===== src/rtl/wbu_pipe.sv =====
// Write-back stage: retires one instruction per handshake, waits for late load data,
// extracts/extends load bytes and drives the register-file write port plus commit/retire count.
module wbu_pipe #(
   parameter int unsigned XLEN  = 64,
   parameter int unsigned CNT_W = 32,
   parameter int unsigned OFF_W = $clog2(XLEN/8)
) (
   input  logic             i_clk,
   input  logic             i_rst_n,
   input  logic             i_valid,
   output logic             o_ready,
   input  logic             i_flush,
   input  logic [XLEN-1:0]  i_rd_data,
   input  logic [4:0]       i_rd_addr,
   input  logic             i_rd_wen,
   input  logic             i_mem_read,
   input  logic [2:0]       i_load_type,
   input  logic [OFF_W-1:0] i_addr_lo,
   input  logic             i_mem_rvalid,
   input  logic [XLEN-1:0]  i_mem_rdata,
   output logic             o_rd_wen,
   output logic [4:0]       o_rd_addr,
   output logic [XLEN-1:0]  o_rd_wdata,
   output logic             o_commit,
   output logic [CNT_W-1:0] o_commit_cnt
);

   localparam int unsigned SH_W = OFF_W + 3;

   typedef enum logic {S_IDLE, S_WAIT} state_t;

   state_t           r_state;
   state_t           w_state_nxt;
   logic             w_accept;
   logic             w_retire;
   logic             w_use_load;

   logic [4:0]       r_cap_addr;
   logic             r_cap_wen;
   logic [2:0]       r_cap_type;
   logic [OFF_W-1:0] r_cap_lo;

   logic [4:0]       w_sel_addr;
   logic             w_sel_wen;
   logic [2:0]       w_sel_type;
   logic [OFF_W-1:0] w_sel_lo;
   logic [SH_W-1:0]  w_shamt;
   logic [XLEN-1:0]  w_sh;
   logic [XLEN-1:0]  w_load_data;
   logic [XLEN-1:0]  w_wdata;
   logic             w_wen_nxt;

   assign o_ready  = (r_state == S_IDLE);
   assign w_accept = i_valid && o_ready && !i_flush;

   // State register
   always_ff @(posedge i_clk) begin
      if (!i_rst_n) r_state <= S_IDLE;
      else          r_state <= w_state_nxt;
   end

   // Next state and retire decision; in WAIT a flush beats a same-cycle rvalid
   always_comb begin
      w_state_nxt = r_state;
      w_retire    = 1'b0;
      w_use_load  = 1'b0;
      case (r_state)
         S_IDLE: begin
            if (w_accept) begin
               if (!i_mem_read) begin
                  w_retire = 1'b1;
               end else if (i_mem_rvalid) begin
                  w_retire   = 1'b1;
                  w_use_load = 1'b1;
               end else begin
                  w_state_nxt = S_WAIT;
               end
            end
         end
         S_WAIT: begin
            if (i_flush) begin
               w_state_nxt = S_IDLE;
            end else if (i_mem_rvalid) begin
               w_retire    = 1'b1;
               w_use_load  = 1'b1;
               w_state_nxt = S_IDLE;
            end
         end
         default: w_state_nxt = S_IDLE;
      endcase
   end

   always_ff @(posedge i_clk) begin
      if (!i_rst_n) begin
         r_cap_addr <= 5'd0;
         r_cap_wen  <= 1'b0;
         r_cap_type <= 3'd0;
         r_cap_lo   <= '0;
      end else if (w_accept) begin
         r_cap_addr <= i_rd_addr;
         r_cap_wen  <= i_rd_wen;
         r_cap_type <= i_load_type;
         r_cap_lo   <= i_addr_lo;
      end
   end

   // Fields come straight from MEM when retiring in IDLE, from the capture in WAIT
   assign w_sel_addr = (r_state == S_WAIT) ? r_cap_addr : i_rd_addr;
   assign w_sel_wen  = (r_state == S_WAIT) ? r_cap_wen  : i_rd_wen;
   assign w_sel_type = (r_state == S_WAIT) ? r_cap_type : i_load_type;
   assign w_sel_lo   = (r_state == S_WAIT) ? r_cap_lo   : i_addr_lo;

   assign w_shamt = {w_sel_lo, 3'b000};
   assign w_sh    = i_mem_rdata >> w_shamt;

   always_comb begin
      w_load_data = w_sh;
      case (w_sel_type)
         3'b000:  w_load_data = XLEN'($signed(w_sh[7:0]));
         3'b001:  w_load_data = XLEN'($signed(w_sh[15:0]));
         3'b010:  w_load_data = XLEN'($signed(w_sh[31:0]));
         3'b100:  w_load_data = XLEN'(w_sh[7:0]);
         3'b101:  w_load_data = XLEN'(w_sh[15:0]);
         3'b110:  w_load_data = XLEN'(w_sh[31:0]);
         default: w_load_data = w_sh;
      endcase
   end

   assign w_wdata   = w_use_load ? w_load_data : i_rd_data;
   assign w_wen_nxt = w_retire && w_sel_wen && (w_sel_addr != 5'd0);

   // Register-file port and commit outputs; address/data hold between retires
   always_ff @(posedge i_clk) begin
      if (!i_rst_n) begin
         o_rd_wen     <= 1'b0;
         o_rd_addr    <= 5'd0;
         o_rd_wdata   <= '0;
         o_commit     <= 1'b0;
         o_commit_cnt <= '0;
      end else begin
         o_rd_wen <= w_wen_nxt;
         o_commit <= w_retire;
         if (w_retire) begin
            o_rd_addr    <= w_sel_addr;
            o_rd_wdata   <= w_wdata;
            o_commit_cnt <= o_commit_cnt + CNT_W'(1);
         end
      end
   end

endmodule


===== config.mk =====
export PLATFORM = sky130hd
export DESIGN_NAME = wbu_pipe
export DESIGN_NICKNAME = d
export VERILOG_FILES = /design/src/rtl/wbu_pipe.sv
export SDC_FILE = /design/constraint.sdc
export NUM_CORES = 1
export LEC_CHECK = 0
export ABC_CLOCK_PERIOD_IN_PS = 2200
export CORE_ASPECT_RATIO = 0.8
export CORE_UTILIZATION = 40
export DETAILED_ROUTE_END_ITERATION = 12
export HOLD_SLACK_MARGIN = 0.15
export PLACE_DENSITY = 0.75
export SKIP_CTS_REPAIR_TIMING = 1
export SYNTH_ARGS = -nofsm -noshare
export SYNTH_HDL_FRONTEND = slang
export SYNTH_SLANG_ARGS = --single-unit

===== constraint.sdc =====
create_clock -name i_clk -period 2.2 [get_ports i_clk]
set_input_delay 0.22 -clock i_clk [delete_from_list [all_inputs] [get_ports i_clk]]
set_output_delay 0.22 -clock i_clk [all_outputs]
set_load 0.01 [all_outputs]

After elaboration in Yosys (flattened, before gate mapping) --
Index checks and enable logic that the tools add are counted.
Storage, ports and cells: word-level logic and storage cells 44, output and inout bits 104, flip-flop bits (word level) 116, bits of input ports 146
Operators by class: shift operators 1, bitwise operators 1, equality and inequality tests 5, muxes and demuxes 19, add/sub/neg operators 1, reduce and logical (&&, ||, !) cells 7
Operator list (number):
- case mux 64 bit (6 select lines) | 1
- two-way mux 64 bit | 1
- >> shifter 64 x 6 -> 64 bit | 1
- adder 32 x 1 -> 32 bit (second input constant) | 1
- two-way mux 1 bit | 11
- == test 3 bit (second input constant) | 3
- two-way mux 3 bit | 2
- case mux 1 bit (2 select lines) | 3
- two-way mux 5 bit | 1
- nonzero test 5 bit | 1
- logical AND 1 bit | 4
- == test 3 x 1 -> 1 bit (second input constant) | 1
- == test 3 x 2 -> 1 bit (second input constant) | 1
- zero test 3 bit | 1
- zero test 1 bit | 1
- inverter 1 bit | 1

Depth between registers and ports, before layout --
depth after elaboration 7, mapped depth 12, gate-level depth less buffers 7

Least setup slack after synthesis --
OpenSTA, ideal clock, no wires.
kind flip-flop to flip-flop, start register r_state, end register o_rd_wdata[20], path slack -135 ps, arrival 2207 ps, cell stages (with the launch flop) 9, period minus slack after synthesis 2335 ps, buffers on the path 4, cells stage by stage dfxtp_1 buf_2 buf_4 mux2i_1 buf_4 buf_4 mux4_2 a222oi_1 a31oi_1
On the way: longest elaborated chain between the ends 6
RTL lines:
- start, declared | line 32 | state_t r_state;
- start signal, assigned | line 59 | else r_state <= w_state_nxt;
- parallel branches: the longest is 6 deep, another holds >> shifter 64 x 6 -> 64 bit
- end signal, assigned | line 145 | o_rd_wdata <= w_wdata;
- end, declared | line 23 | output logic [XLEN-1:0] o_rd_wdata,
Parallel ways; which one is timed is not known. A chain may end at the register's enable or synchronous reset.

Final worst setup path --
start register r_state, end register o_rd_wdata[10]
The elaborated chain is that of the path after synthesis.

==> results summary <==
The run finished, with violations left. The checks that failed: setup timing. After clock tree synthesis, the clock-pin slew on the worst setup and hold paths is 0.05 ns.

On the final layout, the worst clock skew is 0.00879 ns. The portion of the clock cycle consumed by the worst path in the final layout is 106%. The x dimension of the die came out at 151 um.

Counting the buffers created by CTS gives 17. Routability-driven placement finished with a final weighted congestion of 1.01. After the first detailed-routing iteration, the DRC count stood at 1029. The die is 121 um tall. TritonCTS built the clock tree. Synthesis produced a netlist with a net count of 987. The count of final hold-check violations came out at 0. The final route contains 8410 vias. Traced cell by cell, the critical path runs through buf_6 > mux2i_4 > mux4_2 > mux2_4 > buf_4 > a21oi_4 > buf_12 > clkbuf_16 > o211ai_1. The per-cell routed wire length came out at 21.2 um. Sequential cells were found to cover 32.6% of the synthesized design area. The relative area change from synthesis to final layout is 62.4%. In this run the tightest slew margin relative to its limit is 56.7%. The share of total power dissipated in the clock network is 42.8%. The wire length reported by the detailed router is 29.7 mm. The number of diodes added for antenna fixing came out at 0. The starting utilization of the core area came out at 41.0%.

The required time at the endpoint of the critical path is 2.49 ns. The cell area after technology mapping is 0.00713 mm2. The measured slew at the worst slew-check pin came out at 0.646 ns. The number of filler cells placed in the layout came out at 1386. The total area of sequential cells came out at 0.00233 mm2. Leaving out fill and tap cells, the most frequent cells in the layout are sky130_fd_sc_hd__clkdlybuf4s50_1 (249), sky130_fd_sc_hd__nand2_1 (128), sky130_fd_sc_hd__dfxtp_1 (115), sky130_fd_sc_hd__buf_4 (98), sky130_fd_sc_hd__o21ai_0 (60). The die covers 0.0184 mm2.

The number of buffers added on ports came out at 249. The core occupancy in the finished layout came out at 66.6%. Once detail routing completed, the nets flagged for antenna violations numbered 0. Averaged over all synthesized cells, the footprint is 8.49 um2. Leaving out fill and tap cells, the most frequent cell in the layout is sky130_fd_sc_hd__clkdlybuf4s50_1. The type of destination of the critical path is a flip-flop. The post-synthesis sequential element count is 116.

The number of sinks handled by clock tree synthesis is 116. Internal power comes to 4.84 mW. The share of flip-flops with an asynchronous set or reset came out at 0%. Setup slack on the critical path of the routed design comes to -0.126 ns. The maximum fanout count along the critical path came out at 6. The type of the worst min-delay path is in -> reg. The initial antenna violation count came out at 0. Max-cap violations in this run came to 0.

The worst reg2reg path startpoint is r_state. The number of slew-limit violations in the final report is 0. The largest incremental delay on the critical path came out at 0.40 ns. The HPWL after detailed placement is 21.6 mm. Summing all non-filler instances in the final layout gives an area of 0.0116 mm2. The floorplan step defined a core boundary enclosing 0.0174 mm2. The length of the first detailed-routing pass in iterations came out at 5. The largest buffer count on any clock path is 2. The cell at the slowest stage of the critical path is sky130_fd_sc_hd__dfxtp_4.

The shortest period the worst path allows came out at 2.33 ns. Among all flip-flop cells after synthesis, the most frequent one is sky130_fd_sc_hd__dfxtp_1. The H-tree generated during clock tree synthesis spans 4 levels. The worst setup path is of the reg -> reg kind. The count of flip-flops with a built-in enable after synthesis came out at 0. The part of the total power dissipated in combinational logic is 22.9%. At the later pin of the worst-skew pair, clock insertion delay measures 0.42 ns. Yosys mapped the design onto 62 distinct sky130hd cell types. The portion of total power attributed to sequential cells is 34.3%. Setup repair after global routing could not meet its margin everywhere. In this run switching power makes up 26.7% of total power. The via count of the first global-routing pass is 7559. The worst min-delay path startpoint is i_flush. The placed instances occupy a cell area of 0.0107 mm2.

The library cell used as clock root buffer is sky130_fd_sc_hd__clkbuf_16. The multi-input gate area in the final layout is 0.00452 mm2. The analysis attributes to net switching a power of 1.76 mW. 250 I/O pins were placed.

The arrival time of data at the critical path endpoint is 2.62 ns. Derived from the worst setup path, the maximum achievable clock frequency is 430 MHz. Setup violations remaining at the end of the flow were counted as 56. The worst setup path is launched from a flip-flop. The maximum ir drop on the vdd rail is 544 uV. Yosys printed 0 warnings. In this run the power density over the cells is 571 mW/mm2. In the global route stage, overall resource usage came out at 31.0%. The post-route netlist has 18.4% of its cells at a drive strength greater than 1.

The sum of overflow across all layers after global routing came out at 0. In the routed layout, each cell is associated on average with a via count of 6.00. The detailed-route DRC error count is 0. The cell count after synthesis came out at 840. The first global-routing pass estimated 42.9 mm of wire. Tracing the worst setup path back leads to its startpoint at r_state. The floorplan has 43 rows. The post-layout net count came out at 1312. The leakage component of the power came out at 4.31 nW. Entering global routing, the biggest net connects 51 pins.
[state kept, by name (all words and copies together) (netlist names)]
register	flops
o_rd_wdata	64
o_commit_cnt	32
o_rd_addr	5
r_cap_addr	5
r_cap_lo	3
r_cap_type	3
o_commit	1
o_rd_wen	1
r_cap_wen	1
r_state	1
[cell families (layout without fill, tap and decap cells)]
kind of cell | after synthesis | after routing | share of synthesized area, %
XOR/XNOR | 16 | 16 | 1.97
multiplexers | 81 | 81 | 16.9
AO/OA/AOI/OAI | 242 | 242 | 22.9
adder cells (fa/ha/maj) | 1 | 1 | 0.175
flip-flops | 116 | 116 | 32.6
buffers and inverters | 93 | 430 | 5.63
AND/OR/NAND/NOR | 291 | 291 | 19.9
[metrics by stage]
stage                     worst slack [ns]  hold slack (ns)  TNS (ns)  instances  power [mW]
after floorplan                   -0.00749            0.297   -0.0662        840        2.90
after global placement              -0.217            0.438    -10.75       1354        3.69
after detailed placement            -0.278            0.441    -13.70       1354        3.71
after CTS                           -0.202            0.406     -8.21       1385        6.52
after global routing                -0.154            0.406     -6.68       1402        6.82
final                               -0.126            0.404     -4.26       1402        6.61
[final cells by class]
class | instances | share of cell area [%]
Clock buffer | 22 | 4.01
Sequential cell | 116 | 20.1
Multi-Input combinational cell | 631 | 39.0
Clock inverter | 9 | 1.11
Inverter | 23 | 0.746
Tap cell | 225 | 2.43
Timing Repair Buffer | 376 | 32.6
[synthesized netlist by cell type, types with 7 or more instances]
master                     instances  area [um2]
sky130_fd_sc_hd__buf_2            18        90.1
sky130_fd_sc_hd__o22ai_1           9        56.3
sky130_fd_sc_hd__nor3_1            9        45.0
sky130_fd_sc_hd__a211oi_1          7        52.6
sky130_fd_sc_hd__o211ai_1         27         203
sky130_fd_sc_hd__a222oi_1         14         140
sky130_fd_sc_hd__or3_1            24         150
sky130_fd_sc_hd__nor2_1           41         154
sky130_fd_sc_hd__a32oi_1          16         140
sky130_fd_sc_hd__a31oi_1          31         194
sky130_fd_sc_hd__xnor2_1          14         123
sky130_fd_sc_hd__mux4_2           30         676
sky130_fd_sc_hd__inv_1            22        82.6
sky130_fd_sc_hd__nand3_1          26         130
sky130_fd_sc_hd__a21oi_1          27         135
sky130_fd_sc_hd__buf_4             8        60.1
sky130_fd_sc_hd__nand2b_1          9        56.3
sky130_fd_sc_hd__mux2i_1          43         430
sky130_fd_sc_hd__nand2_1         128         480
sky130_fd_sc_hd__dfxtp_1         116        2320
sky130_fd_sc_hd__and3_1           12        75.1
sky130_fd_sc_hd__a311oi_1          7        61.3
sky130_fd_sc_hd__clkbuf_1         44         165
sky130_fd_sc_hd__o21ai_0          61         305
sky130_fd_sc_hd__o21a_1           11        82.6
sky130_fd_sc_hd__a21o_1            9        67.6
[worst max-delay path, delay by kind of cell, from the launching register on]
| family | cells | cell delay, ns |
|---|---|---|
| AO/OA/AOI/OAI | 2 | 0.26 |
| buffers and inverters | 4 | 0.59 |
| flip-flops | 1 | 0.40 |
| multiplexers | 3 | 0.95 |
[path summary, 6_finish.rpt]
path                                       end  slack, ns  depth (start not counted)
worst min-delay path                   r_state       0.40                          2
worst max-delay path            o_rd_wdata[10]      -0.13                          9
worst max register to register  o_rd_wdata[10]      -0.13                          9
worst min register to register  o_rd_wdata[56]       0.45                          2
[power by group through the flow]
stage               clock network (mW)  logic (mW)  registers, mW
floorplan                            0       0.569           2.33
global placement                     0        1.38           2.31
detailed placement                   0        1.40           2.31
CTS                               2.85        1.41           2.26
global route                      2.96        1.58           2.28
finish                            2.83        1.51           2.27
[layer usage]
| layer | vias to the layer above | routed length (um) | GRT usage, % |
|---|---|---|---|
| met4 | 0 | 1010 | 10.9 |
| met3 | 98 | 3670 | 9.21 |
| met1 | 3925 | 12400 | 43.6 |
| met5 | - | 0 | 0 |
| met2 | 564 | 12600 | 44.5 |
| li1 | 3823 | - | - |
(Power assumes the default switching activity.)
